$ cat config.mk
export PLATFORM = sky130hd
export DESIGN_NAME = field_swapper_pipe
export DESIGN_NICKNAME = d
export VERILOG_FILES = /design/src/rtl/field_swapper_pipe.sv
export SDC_FILE = /design/constraint.sdc
export NUM_CORES = 1
export LEC_CHECK = 0
export ABC_AREA = 1
export BUFFER_PORTS_ARGS = -buffer_cell sky130_fd_sc_hd__clkbuf_2
export CORE_MARGIN = 1
export CORE_UTILIZATION = 50
export CTS_CLUSTER_DIAMETER = 200
export DETAILED_ROUTE_END_ITERATION = 8
export GPL_TIMING_DRIVEN = 0
export PLACE_DENSITY = 0.72
export SETUP_SLACK_MARGIN = 0.2
export SLEW_MARGIN = 0
export SYNTH_ARGS = -nofsm -noshare
export SYNTH_HDL_FRONTEND = slang
export SYNTH_SLANG_ARGS = --single-unit
$ cat constraint.sdc
create_clock -name clk -period 2.7 [get_ports clk]
set_clock_uncertainty 0.15 [all_clocks]
set_input_delay 0.405 -clock clk [delete_from_list [all_inputs] [get_ports clk]]
set_output_delay 0.405 -clock clk [all_outputs]
set_load 0.005 [all_outputs]
$ cat src/rtl/field_swapper_pipe.sv
// field_swapper_pipe: permutes a DATA_W-bit word as NUM_F fields of FIELD_W
// bits (pass, pairwise swap, reverse, rotate-left) and queues the result in a
// DEPTH-entry output FIFO with valid/ready handshakes on both sides.
//
// Optional feature macro: SWAP_STATS_EN
//   When defined, adds output swap_count[15:0], a saturating count of output
//   handshakes whose word was produced by a mode other than pass.
//
// Handshake semantics (both ports): a transfer happens on a rising clock edge
// where valid and ready are both 1. in_ready = !full and out_valid = !empty are
// decoded purely from registered pointers, so neither depends combinationally
// on in_valid or out_ready. A full FIFO never passes a word straight through,
// even when out_ready=1; in_ready rises the cycle after the pop.
module field_swapper_pipe #(
   parameter int DATA_W  = 32,
   parameter int FIELD_W = 4,
   parameter int DEPTH   = 2
) (
   input  logic                                clk,
   input  logic                                rst,
   input  logic                                in_valid,
   output logic                                in_ready,
   input  logic [DATA_W-1:0]                   data_in,
   input  logic [1:0]                          mode,
   input  logic [$clog2(DATA_W/FIELD_W):0]     rot,
   output logic                                out_valid,
   input  logic                                out_ready,
   output logic [DATA_W-1:0]                   data_out
`ifdef SWAP_STATS_EN
   ,
   output logic [15:0]                         swap_count
`endif
);

   localparam int NUM_F = DATA_W / FIELD_W;
   localparam int AW    = $clog2(DEPTH);
   localparam int PTR_W = AW + 1;

   localparam logic [1:0] MODE_PASS = 2'b00;
   localparam logic [1:0] MODE_SWAP = 2'b01;
   localparam logic [1:0] MODE_REV  = 2'b10;

   logic [DATA_W-1:0] perm_w;
   logic [DATA_W-1:0] mem_q [DEPTH];
   logic [PTR_W-1:0]  wr_ptr_q, wr_ptr_d;
   logic [PTR_W-1:0]  rd_ptr_q, rd_ptr_d;
   logic              full_w, empty_w;
   logic              push_w, pop_w;

   // Field permutation of the incoming word; mode and rot matter only in the accept cycle.
   always_comb begin
      int r;
      int src;
      perm_w = '0;
      src    = 0;
      r      = int'(rot) % NUM_F;
      for (int i = 0; i < NUM_F; i++) begin
         case (mode)
            MODE_PASS: src = i;
            // Pairs (2k, 2k+1) exchange; an unpaired top field stays put.
            MODE_SWAP: src = ((i ^ 1) < NUM_F) ? (i ^ 1) : i;
            MODE_REV:  src = NUM_F - 1 - i;
            default:   src = (i - r + NUM_F) % NUM_F;
         endcase
         perm_w[i*FIELD_W +: FIELD_W] = data_in[src*FIELD_W +: FIELD_W];
      end
   end

   // Occupancy flags and handshake qualification from the pointer registers.
   always_comb begin
      empty_w   = (wr_ptr_q == rd_ptr_q);
      full_w    = (wr_ptr_q[AW] != rd_ptr_q[AW]) &&
                  (wr_ptr_q[AW-1:0] == rd_ptr_q[AW-1:0]);
      in_ready  = !full_w;
      out_valid = !empty_w;
      push_w    = in_valid && !full_w;
      pop_w     = out_ready && !empty_w;
      wr_ptr_d  = wr_ptr_q + PTR_W'(push_w);
      rd_ptr_d  = rd_ptr_q + PTR_W'(pop_w);
      data_out  = mem_q[rd_ptr_q[AW-1:0]];
   end

   // Pointer and storage registers; reset discards every queued word and zeroes the head.
   always_ff @(posedge clk) begin
      if (!rst) begin
         wr_ptr_q <= '0;
         rd_ptr_q <= '0;
         for (int i = 0; i < DEPTH; i++) begin
            mem_q[i] <= '0;
         end
      end else begin
         wr_ptr_q <= wr_ptr_d;
         rd_ptr_q <= rd_ptr_d;
         if (push_w) begin
            mem_q[wr_ptr_q[AW-1:0]] <= perm_w;
         end
      end
   end

`ifdef SWAP_STATS_EN
   logic [1:0]  mode_q [DEPTH];
   logic [15:0] cnt_q, cnt_d;

   // Saturating count of popped words that were not plain pass-through.
   always_comb begin
      cnt_d = cnt_q;
      if (pop_w && (mode_q[rd_ptr_q[AW-1:0]] != MODE_PASS) && (cnt_q != 16'hFFFF)) begin
         cnt_d = cnt_q + 16'd1;
      end
      swap_count = cnt_q;
   end

   // Per-entry mode storage travels alongside the data so the count is taken at pop time.
   always_ff @(posedge clk) begin
      if (!rst) begin
         cnt_q <= '0;
         for (int i = 0; i < DEPTH; i++) begin
            mode_q[i] <= MODE_PASS;
         end
      end else begin
         cnt_q <= cnt_d;
         if (push_w) begin
            mode_q[wr_ptr_q[AW-1:0]] <= mode;
         end
      end
   end
`endif

endmodule

Word level (Yosys, flattened, before mapping)

Memories as Yosys holds them, arrays and structs flattened. A register that Yosys moved wholly into a read port is not among the register bits.
Index checks and enable logic that the tools add are counted.

Bits in registers: 4
RAM bits: 64
Bits of input ports: 42
Output and inout bits: 34
Word-level logic and storage cells: 73
Memories: 1

Memory list:

| name  | words | bits a word | rd ports | clocked after memory_dff | wr ports | RTL line | RTL |
|---|---|---|---|---|---|---|---|
| mem_q | 2     | 32          | 1        | 1                        | 2        | 44       | `logic [DATA_W-1:0] mem_q [DEPTH];` |

Add/subtract/negate cells: 18
Eq/ne operators: 5
Shifts and indexed selects: 8
Multiplexer cells: 16
Bitwise operators: 8
Reduce and logical (&&, ||, !) cells: 15

Operator list:

| operator            | count |
|---|---|
| $pmux 30 s3         | 8 |
| $shiftx 32x32->4    | 8 |
| $add 4x5->6 const B | 8 |
| $mux 32             | 1 |
| $reduce_or 32->1    | 1 |
| $reduce_or 3->1     | 8 |
| $sub 3x3->4 const A | 4 |
| $and 1x1->1         | 8 |
| $sub 1x3->4 const A | 2 |
| $sub 2x3->4 const A | 2 |
| $mux 1              | 7 |
| $add 2x1->2         | 2 |
| $logic_and 1x1->1   | 3 |
| $eq 2x1->1 const B  | 1 |
| $eq 2x2->1          | 1 |
| $eq 2x2->1 const B  | 1 |
| $logic_not 1->1     | 2 |
| $logic_not 2->1     | 1 |
| $eq 1x1->1          | 1 |
| $ne 1x1->1          | 1 |

Longest topological paths before layout

Depth in word-level cells: 9
Depth in mapped cells: 11
Gate-level depth less buffers: 10

Least setup slack after synthesis

OpenSTA, ideal clock, no wires.

Path kind: reg-to-reg
From: register wr_ptr_q[0]
To: memory mem_q[1][0] (enable)
Library setup time: 0.389 ns
Arrival: 1.741 ns
Data required time: 2.161 ns
Slack: 0.419 ns
Stages on the path, launching flop included: 8
Path buffers: 1
Clock period less this slack: 2.281 ns
Cells stage by stage: dfxtp_1 -> xnor2_1 -> nand2_2 -> nand2_1 -> nor2_2 -> nand2_1 -> buf_6 -> nand2_1

RTL lines:

| what                   | RTL line | RTL |
|---|---|---|
| start, declared        | 45       | `logic [PTR_W-1:0] wr_ptr_q, wr_ptr_d;` |
| start signal, assigned | 92       | `wr_ptr_q <= wr_ptr_d;` |
| end, declared          | 44       |  |

==> qor.yml <==
outcome: "finished, final reports clean"
antenna_found_initial: 0
cts-root-buf: "clkbuf_8"
placed_cells: 715
pwr_density_cell_nw_per_um2: 721
drtIter0Drc: 264
drc_errors: 0
viasPerCell: 5.52
route.met2.wl_um: 6250
hold_path_class: "in2reg"
slew_viol_final: 0
critical_path_buf_inv_count: 3
critPathArrivalTime_ns: 1.66
dpl_cell_area_sq_um: 5040
hpwlAfterDp_um: 10300
syn_to_final_growth_pct: 17.4
stdcell_count: 731
ys_seq_area_frac: 0.446
fin_crit_ns: 2.22
tightest_slew_ns: 0.479
syn-instance-count: 533
num_rows: 34
synth.area.top_cells: "edfxtp_1, nand3_1, mux2_2"
grt_pass1_vias: 4048
dr.pass1.iters: 5
gr-total-overflow: 0
required_ns: 2.14
grt_pass1_wl_um: 20500
clock-sinks: 69
finalWirelength_um: 13000
cp-start-kind: "flip-flop"
routed.top_layer: "met4"
vdd_ir_drop_max_mv: 0.269
dr_total_vias: 4032
grt_util_all_layers: 0.283
synth_top_area_share: 0.424
postCtsHoldBufs: 0
path_cells: "clkbuf_1 -> buf_2 -> mux2_2 -> clkbuf_2"
numCtsBuffers: 9
syn_avg_cell_area_sq_um: 8.51
cts_tree: "yes"
grt_max_degree: 33
design_area_sq_um: 5330
cap_violations: 0
num_antenna_cells: 0
yosysWarnings: 0
antenna_left: 0
yosysTopAreaCell: "edfxtp_1"
die-area_sq_um: 9460
hold_viol: 0
post-route-period-util: 0.822
dp_slack_ns: -0.353
routabilityCongestion: 0.972
fin_tns_setup_ns: 0
avgRoutedWirePerCell_um: 17.8
m1WireLength_um: 5860
synth_nets: 583
p_leak_nw: 2.62
cts_setup_buffers: 0
critPathKind: "reg2out"
critPathMaxStageDelay_ns: 0.38
setup_viol: 0
relSlewSlack: 0.680
drive_above_1_share: 0.270
end_kind: "output port"
max_freq_ghz: 0.451
io_buffers: 74
clk_latency_ns: 0.35
crit_slowest_cell: "mux2_2"
ioPinCount: 76
post-route-util: 0.608
synth.cell_area_sq_um: 4540
crit_fanout: 10
cts_buffer_depth: 2
htreeDepth: 3
nNetsFinal: 668
ctsResizeCount: 3
initial_core_util: 0.518
chipWidth_um: 97.2
synth_seq_cells: 69
clkTransAtPathRegs_ns: 0.08
rsz0062_at_grt: "false"
die_h_um: 97.2
core-area_sq_um: 8760
setup_slack_ns: 0.481
wl_met3_um: 623
ys_types: 27
crit_family: "buffers and inverters"
-- cell families (layout without fill, tap and decap cells) --
kind of cell	count (synthesis)	after routing	share of synthesized area
AND/OR/NAND/NOR	340	340	0.358
flip-flops	69	69	0.446
adder cells (fa/ha/maj)	8	8	0.0221
buffers and inverters	76	166	0.0800
multiplexers	32	32	0.0794
AO/OA/AOI/OAI	4	4	0.00662
XOR/XNOR	4	4	0.00773
-- sequential cells by signal, indices dropped and copies added, names as in the netlist, named ones only --
register,flops
mem_q,64
wr_ptr_q,2
rd_ptr_q,2
-- final cells by class --
class                   instances  area, sq um
plain buffers                  17          141
flip-flops and latches         69         2020
multi-input cells             388         2170
inverters                      59          221
clock buffers                   9          124
repair buffers                 74          370
clock inverters                 7          146
well taps                     108          135
fillers                       802         3440
-- power breakdown --
| part | total [W] | switching (W) | internal, W | leakage [nW] |
|---|---|---|---|---|
| clock | 0.00114 | 0.000428 | 0.000714 | 0.134 |
| sequential | 0.00138 | 0.0000432 | 0.00134 | 0.711 |
| combinational | 0.00132 | 0.000772 | 0.000550 | 1.78 |
| total | 0.00384 | 0.00124 | 0.00260 | 2.62 |
-- cell usage after synthesis (all sizes together) --
cell type	n
buf	16
edfxtp	64
nor2	73
ha	8
nand3	158
o21ai	2
xnor2	3
a21boi	1
dfxtp	5
mux2	32
nand2	109
xor2	1
clkbuf	1
a21oi	1
inv	59
-- metal layers --
metal  vias up  global-route usage
met2       160               0.470
met5         -                   0
met1      1880               0.376
li1       1968                   -
met3        24              0.0439
met4         0               0.103
-- worst min-delay path: cells and delay by family --
kind,cells,cell delay (ns)
and+or+nand+nor,1,0.08
buffers and inverters,2,0.18
-- layout by cell type (no fill, tap or decap) --
master       n
nand3_1    156
clkbuf_1     1
nor2_1      69
clkinv_4     2
nand3_2      2
o21ai_2      1
ha_1         8
inv_6        1
nor2_8       1
nor2_2       1
inv_1       56
edfxtp_1    64
a21oi_2      1
buf_2        7
buf_12       1
xnor2_1      3
buf_6        6
inv_2        3
xor2_1       1
nand2_2      7
nand2_1     88
dfxtp_1      5
buf_4        2
nor2_4       2
clkbuf_2    74
o21ai_1      1
mux2_1       2
a21boi_0     1
clkbuf_8     9
nand2_4     14
bufinv_16    4
mux2_2      30
-- metrics by stage --
stage	total power [W]	hold WS, ns
after floorplan	0.00226	0.348
final	0.00384	0.213
after global routing	0.00403	0.227
after global placement	0.00269	0.366
after CTS	0.00385	0.187
after detailed placement	0.00272	0.386
-- path summary, 6_finish.rpt --
check,from,to,slack (ns),cells after the start
worst min-delay path,rst,wr_ptr_q[0]$_SDFF_PN0_,0.21,3
worst max-delay path,flip-flop,data_out[31],0.48,4
worst min register to register,rd_ptr_q[1]$_SDFF_PN0_,rd_ptr_q[1]$_SDFF_PN0_,0.40,2
worst max register to register,wr_ptr_q[0]$_SDFF_PN0_,mem_q[0][31]$_SDFFCE_PN0P_,0.49,7
Power figures use the tool's default switching activity.
